--- src/rtl/serial_deserializer_pkg.sv ---
// Shared types and helpers for the serial deserializer slice.
// Optional all_ones output is enabled with SERDES_ALL_ONES_EN.
package serial_deserializer_pkg;

    localparam int unsigned N_DEFAULT = 8;

    typedef enum logic {
        COLLECT = 1'b0,
        FULL    = 1'b1
    } state_e;

    // Bit-counter width for an N-bit word (never below one bit).
    function automatic int unsigned cnt_width(input int unsigned n);
        return (n < 2) ? 1 : $clog2(n);
    endfunction

endpackage

--- src/rtl/serial_deserializer_if.sv ---
// Serial-in / parallel-out handshake bundle for serial_deserializer.
// all_ones is present only when SERDES_ALL_ONES_EN is defined.
interface serial_deserializer_if
    import serial_deserializer_pkg::*;
#(
    parameter int unsigned N = N_DEFAULT
);
    logic         ser_in;
    logic         ser_valid;
    logic         ser_ready;
    logic [N-1:0] par_out;
    logic         par_valid;
    logic         par_ready;
`ifdef SERDES_ALL_ONES_EN
    logic         all_ones;
`endif

    // Environment side: drives serial bits, consumes words.
    modport master (
        output ser_in, ser_valid, par_ready,
`ifdef SERDES_ALL_ONES_EN
        input  all_ones,
`endif
        input  ser_ready, par_out, par_valid
    );

    // Deserializer side.
    modport slave (
        input  ser_in, ser_valid, par_ready,
`ifdef SERDES_ALL_ONES_EN
        output all_ones,
`endif
        output ser_ready, par_out, par_valid
    );
endinterface

--- src/rtl/and_reduce.sv ---
// N-input AND reduction; used for the optional all_ones flag.
module and_reduce #(
    parameter int unsigned N = 8
) (
    input  logic [N-1:0] data,
    output logic         y
);
    assign y = &data;
endmodule

--- src/rtl/serial_deserializer_bit_counter.sv ---
// Modulo-N bit counter with enable, synchronous clear and terminal-count flag.
module deser_bit_counter
    import serial_deserializer_pkg::*;
#(
    parameter int unsigned N = N_DEFAULT
) (
    input  logic clk,
    input  logic rst_n,
    input  logic clr,
    input  logic en,
    output logic tc_c
);
    localparam int unsigned CW = cnt_width(N);

    logic [CW-1:0] count;
    logic          at_last_c;

    assign at_last_c = (count == CW'(N - 1));
    assign tc_c      = en && at_last_c;

    always_ff @(posedge clk or negedge rst_n) begin
        if (!rst_n) begin
            count <= '0;
        end else if (clr) begin
            count <= '0;
        end else if (en) begin
            count <= at_last_c ? '0 : count + CW'(1);
        end
    end
endmodule

--- src/rtl/serial_deserializer.sv ---
// Bit-serial to N-bit parallel converter, LSB first, valid/ready on both sides.
// Define SERDES_ALL_ONES_EN to add the all_ones flag on par_out.
module serial_deserializer
    import serial_deserializer_pkg::*;
#(
    parameter int unsigned N = N_DEFAULT
) (
    input  logic                  clk,
    input  logic                  rst_n,
    input  logic                  clr,
    serial_deserializer_if.slave  bus
);
    state_e       state, state_next;
    logic [N-2:0] sh;
    logic [N-1:0] shift_c;
    logic [N-1:0] par_q;
    logic         valid_q;
    logic         accept_c;
    logic         tc_c;

    // sh holds the previous N-1 bits; the newest bit lands on top.
    assign shift_c = {bus.ser_in, sh};

    deser_bit_counter #(.N(N)) u_cnt (
        .clk   (clk),
        .rst_n (rst_n),
        .clr   (clr),
        .en    (accept_c),
        .tc_c  (tc_c)
    );

    always_ff @(posedge clk or negedge rst_n) begin
        if (!rst_n) begin
            state <= COLLECT;
        end else begin
            state <= state_next;
        end
    end

    always_comb begin
        state_next = state;
        accept_c   = 1'b0;
        if (clr) begin
            state_next = COLLECT;
        end else begin
            case (state)
                COLLECT: begin
                    accept_c = bus.ser_valid;
                    if (bus.ser_valid && tc_c) state_next = FULL;
                end
                FULL: begin
                    if (bus.par_ready) state_next = COLLECT;
                end
                default: state_next = COLLECT;
            endcase
        end
    end

    // Shift register and output word; par_out keeps its value across clr.
    always_ff @(posedge clk or negedge rst_n) begin
        if (!rst_n) begin
            sh      <= '0;
            par_q   <= '0;
            valid_q <= 1'b0;
        end else begin
            valid_q <= (state_next == FULL);
            if (clr) begin
                sh <= '0;
            end else if (accept_c) begin
                sh <= shift_c[N-1:1];
                if (tc_c) par_q <= shift_c;
            end
        end
    end

    assign bus.ser_ready = (state == COLLECT);
    assign bus.par_out   = par_q;
    assign bus.par_valid = valid_q;

`ifdef SERDES_ALL_ONES_EN
    and_reduce #(.N(N)) u_all_ones (
        .data (par_q),
        .y    (bus.all_ones)
    );
`endif
endmodule

--- src/flat_wrapper.sv ---
// flat-port wrapper written by rule: the top's interface ports become plain ports
module serial_deserializer_flat import serial_deserializer_pkg::*;
#(
    parameter int unsigned N = N_DEFAULT
)
  (clk, rst_n, clr, bus_ser_in, bus_ser_valid, bus_par_ready, bus_ser_ready, bus_par_out, bus_par_valid);
  serial_deserializer_if #(.N(N)) bus_i ();
  input  logic clk;
  input  logic rst_n;
  input  logic clr;
  input wire logic [$bits(bus_i.ser_in)-1:0] bus_ser_in;
  input wire logic [$bits(bus_i.ser_valid)-1:0] bus_ser_valid;
  input wire logic [$bits(bus_i.par_ready)-1:0] bus_par_ready;
  output wire logic [$bits(bus_i.ser_ready)-1:0] bus_ser_ready;
  output wire logic [$bits(bus_i.par_out)-1:0] bus_par_out;
  output wire logic [$bits(bus_i.par_valid)-1:0] bus_par_valid;
  assign bus_i.ser_in = bus_ser_in;
  assign bus_i.ser_valid = bus_ser_valid;
  assign bus_i.par_ready = bus_par_ready;
  assign bus_ser_ready = bus_i.ser_ready;
  assign bus_par_out = bus_i.par_out;
  assign bus_par_valid = bus_i.par_valid;
  serial_deserializer #(.N(N)) u_core (.clk(clk), .rst_n(rst_n), .clr(clr), .bus(bus_i));
endmodule
--- config.mk ---
export PLATFORM = sky130hd
export DESIGN_NAME = serial_deserializer_flat
export DESIGN_NICKNAME = d
export VERILOG_FILES = /design/src/rtl/serial_deserializer_pkg.sv /design/src/rtl/serial_deserializer_if.sv /design/src/rtl/and_reduce.sv /design/src/rtl/serial_deserializer_bit_counter.sv /design/src/rtl/serial_deserializer.sv /design/src/flat_wrapper.sv
export SDC_FILE = /design/constraint.sdc
export NUM_CORES = 1
export LEC_CHECK = 0
export CORE_MARGIN = 2
export CORE_UTILIZATION = 43
export DETAILED_ROUTE_END_ITERATION = 8
export PLACE_DENSITY = 0.78
export SKIP_CTS_REPAIR_TIMING = 1
export SYNTH_ARGS = -nofsm -noshare
export SYNTH_HDL_FRONTEND = slang
export SYNTH_SLANG_ARGS = --single-unit
--- constraint.sdc ---
create_clock -name clk -period 1.5 [get_ports clk]
set_input_delay 0.45 -clock clk [delete_from_list [all_inputs] [get_ports clk]]
set_output_delay 0.45 -clock clk [all_outputs]
set_load 0.03 [all_outputs]
==> qor.yml <==
place_congestion: 0.791
synth_area_per_cell_um2: 11.5
grt_pass1_vias: 545
slew_viol_final: 0
grt.overflow.total: 0
cts-htree-levels: 1
synth-main-ff-cell: "dfrtp_1"
num_rows: 15
initial_core_util: 0.459
synth.distinct_cells: 15
p_leak_nw: 0.665
routed_wl_um: 1610
grt_max_degree: 20
port_buffers: 15
drtIter0Drc: 7
dp_hpwl_um: 1090
wl_per_cell_um: 13.3
met3_length_um: 46
grt_pass1_wl_um: 2350
p_int_w: 0.000654
drive_above_1_share: 0.323
wl_met2_um: 844
layout.nets: 105
clkLatencyLatePin_ns: 0.29
dr.pass1.iters: 4
cts_tree: "done"
slew_headroom: 0.784
ant_nets: 0
cts.sinks: 19
clkTransAtPathRegs_ns: 0.11
status: "finished, final reports clean"
nFillCells: 150
maxClockFrequency_mhz: 670
hp-class: "input port to async pin"
synth_top_area_cell: "dfrtp_1"
drc_errors: 0
top_layer: "met4"
setup-violations-final: 0
cts_root_buffer: "clkbuf_4"
syn_area_um2: 793
irDropWorstVdd_mv: 0.426
synth_area_leaders: "dfrtp_1 (60%), mux2_2 (11%), nand2_1 (8.5%)"
cap_violations: 0
cts_buffers: 3
switching_share: 0.230
rsz0062_at_grt: "true"
yosysMostFrequentCell: "dfrtp_1"
layout.cells.non_filler: 121
grt_usage: 0.160
cp.arrival_ns: 1.68
die_x_um: 47.0
pwr-share-seq: 0.617
multi_input_area_um2: 352
synth-seq-cells: 19
ys_seq_area_frac: 0.599
dieArea_mm2: 0.00220
netlist_top_cells_count: "dfrtp_1 (19), nand2_1 (18), a21oi_1 (10)"
antenna_found_initial: 0
area_growth_pct: 44.8
fin_skew_ns: 0.00129
clockPowerShare: 0.295
reg2reg_slack_ns: 0.008
tightest_slew_ns: 0.323
seq_area_um2: 477
wl_met1_um: 712
synth_top_area_frac: 0.599
cts.path.max_buffers: 2
min_period_ns: 1.49
p_comb_frac: 0.088
hold_violations: 0
yosys_warnings: 0
core_area_mm2: 0.00173
synthCells: 69
cp_max_fo: 5
worst_setup_path_end_kind: "flip-flop"
cellPowerDensity_mw_per_mm2: 739
viasPerCell: 4.88
via_count: 590
fin_crit_sh: 0.995
io_pins: 16
syn_nets: 77
start_kind: "flip-flop"
required_ns: 1.68
dp.cells: 114
whs_ns: 0.488
switching_power_w: 0.000195
n_antenna_cell: 0
chipHeight_um: 47.0
worstSetupPathType: "flip-flop to flip-flop"
async_flop_share: 1.00
synth-edff-count: 0
-- path summary, 6_finish.rpt --
path,startpoint,endpoint,depth (start not counted)
hold / removal,rst_n,u_core.bus.par_out[1],2
setup reg to reg,u_core.u_cnt.count[1],u_core.bus.par_out[3],5
setup / recovery,u_core.u_cnt.count[1],u_core.bus.par_out[3],5
max in group asynchronous,rst_n,u_core.state,2
min in group clk,u_core.bus.par_out[1],u_core.bus.par_out[1],1
hold reg to reg,u_core.bus.par_out[1],u_core.bus.par_out[1],1
-- layer usage --
metal	global-route usage	vias to the layer above
met1	0.209	294
met2	0.249	9
met5	0	-
li1	-	285
met3	0.0346	2
met4	0.0833	0
-- power groups by stage --
stage,Clock (W),Sequential (W),Combinational [W]
2_1_floorplan,0,0.000533,0.0000238
3_3_place_gp,0,0.000533,0.0000645
3_5_place_dp,0,0.000533,0.0000657
4_1_cts,0.000259,0.000524,0.0000663
5_1_grt,0.000280,0.000525,0.0000822
6_report,0.000250,0.000524,0.0000747
-- cell families after synthesis --
group                    after synthesis  share of synthesized area
multiplexers                           8                      0.114
AO/OA/AOI/OAI                         11                     0.0710
adder cells (fa/ha/maj)                2                     0.0315
buffers and inverters                  4                     0.0189
AND/OR/NAND/NOR                       25                      0.166
flip-flops                            19                      0.599
-- cells in the final DEF (no fill, tap or decap), types with 2 or more instances in the layout --
cell type / Yosys / routed
a21oi_1: 10 / 9
buf_4: 0 / 11
buf_6: 0 / 2
clkbuf_4: 0 / 3
clkdlybuf4s50_1: 0 / 4
dfrtp_1: 19 / 18
dlymetal6s2s_1: 0 / 9
mux2_4: 0 / 8
nand2_1: 18 / 18
-- sequential cells by signal (all words and copies together) (netlist names) --
| signal | flops |
|---|---|
| u_core.bus.par_out | 8 |
| u_core.state | 1 |
| u_core.u_cnt.count | 3 |
| u_core.sh | 7 |
-- critical path, stage by stage (launching register included) --
cell     delay [ns]
dfrtp_1        0.38
ha_2           0.19
ha_4           0.13
nor3b_4        0.22
buf_6          0.16
mux2_4         0.30
-- per-stage QoR --
step                      setup TNS, ns  utilization  worst slack, ns  area, um^2  total power (W)
after floorplan                       0            -           0.0179         795         0.000556
after global placement            -4.00        0.591           -0.330        1020         0.000598
after detailed placement          -4.41        0.591           -0.368        1020         0.000599
after CTS                         -2.82        0.607           -0.293        1050         0.000849
after global routing             -0.498        0.665          -0.0700        1150         0.000887
final                                 0        0.665          0.00763        1150         0.000849
-- area by class of cell --
cell class                 count  share of cell area
timing repair buffer          26               0.224
clock inverter                 1             0.00436
sequential                    19               0.415
multi-input combinational     46               0.306
tap                           25              0.0272
inverter                       1             0.00327
clock buffer                   3              0.0196
No activity file was read; power rests on OpenSTA's default activity.
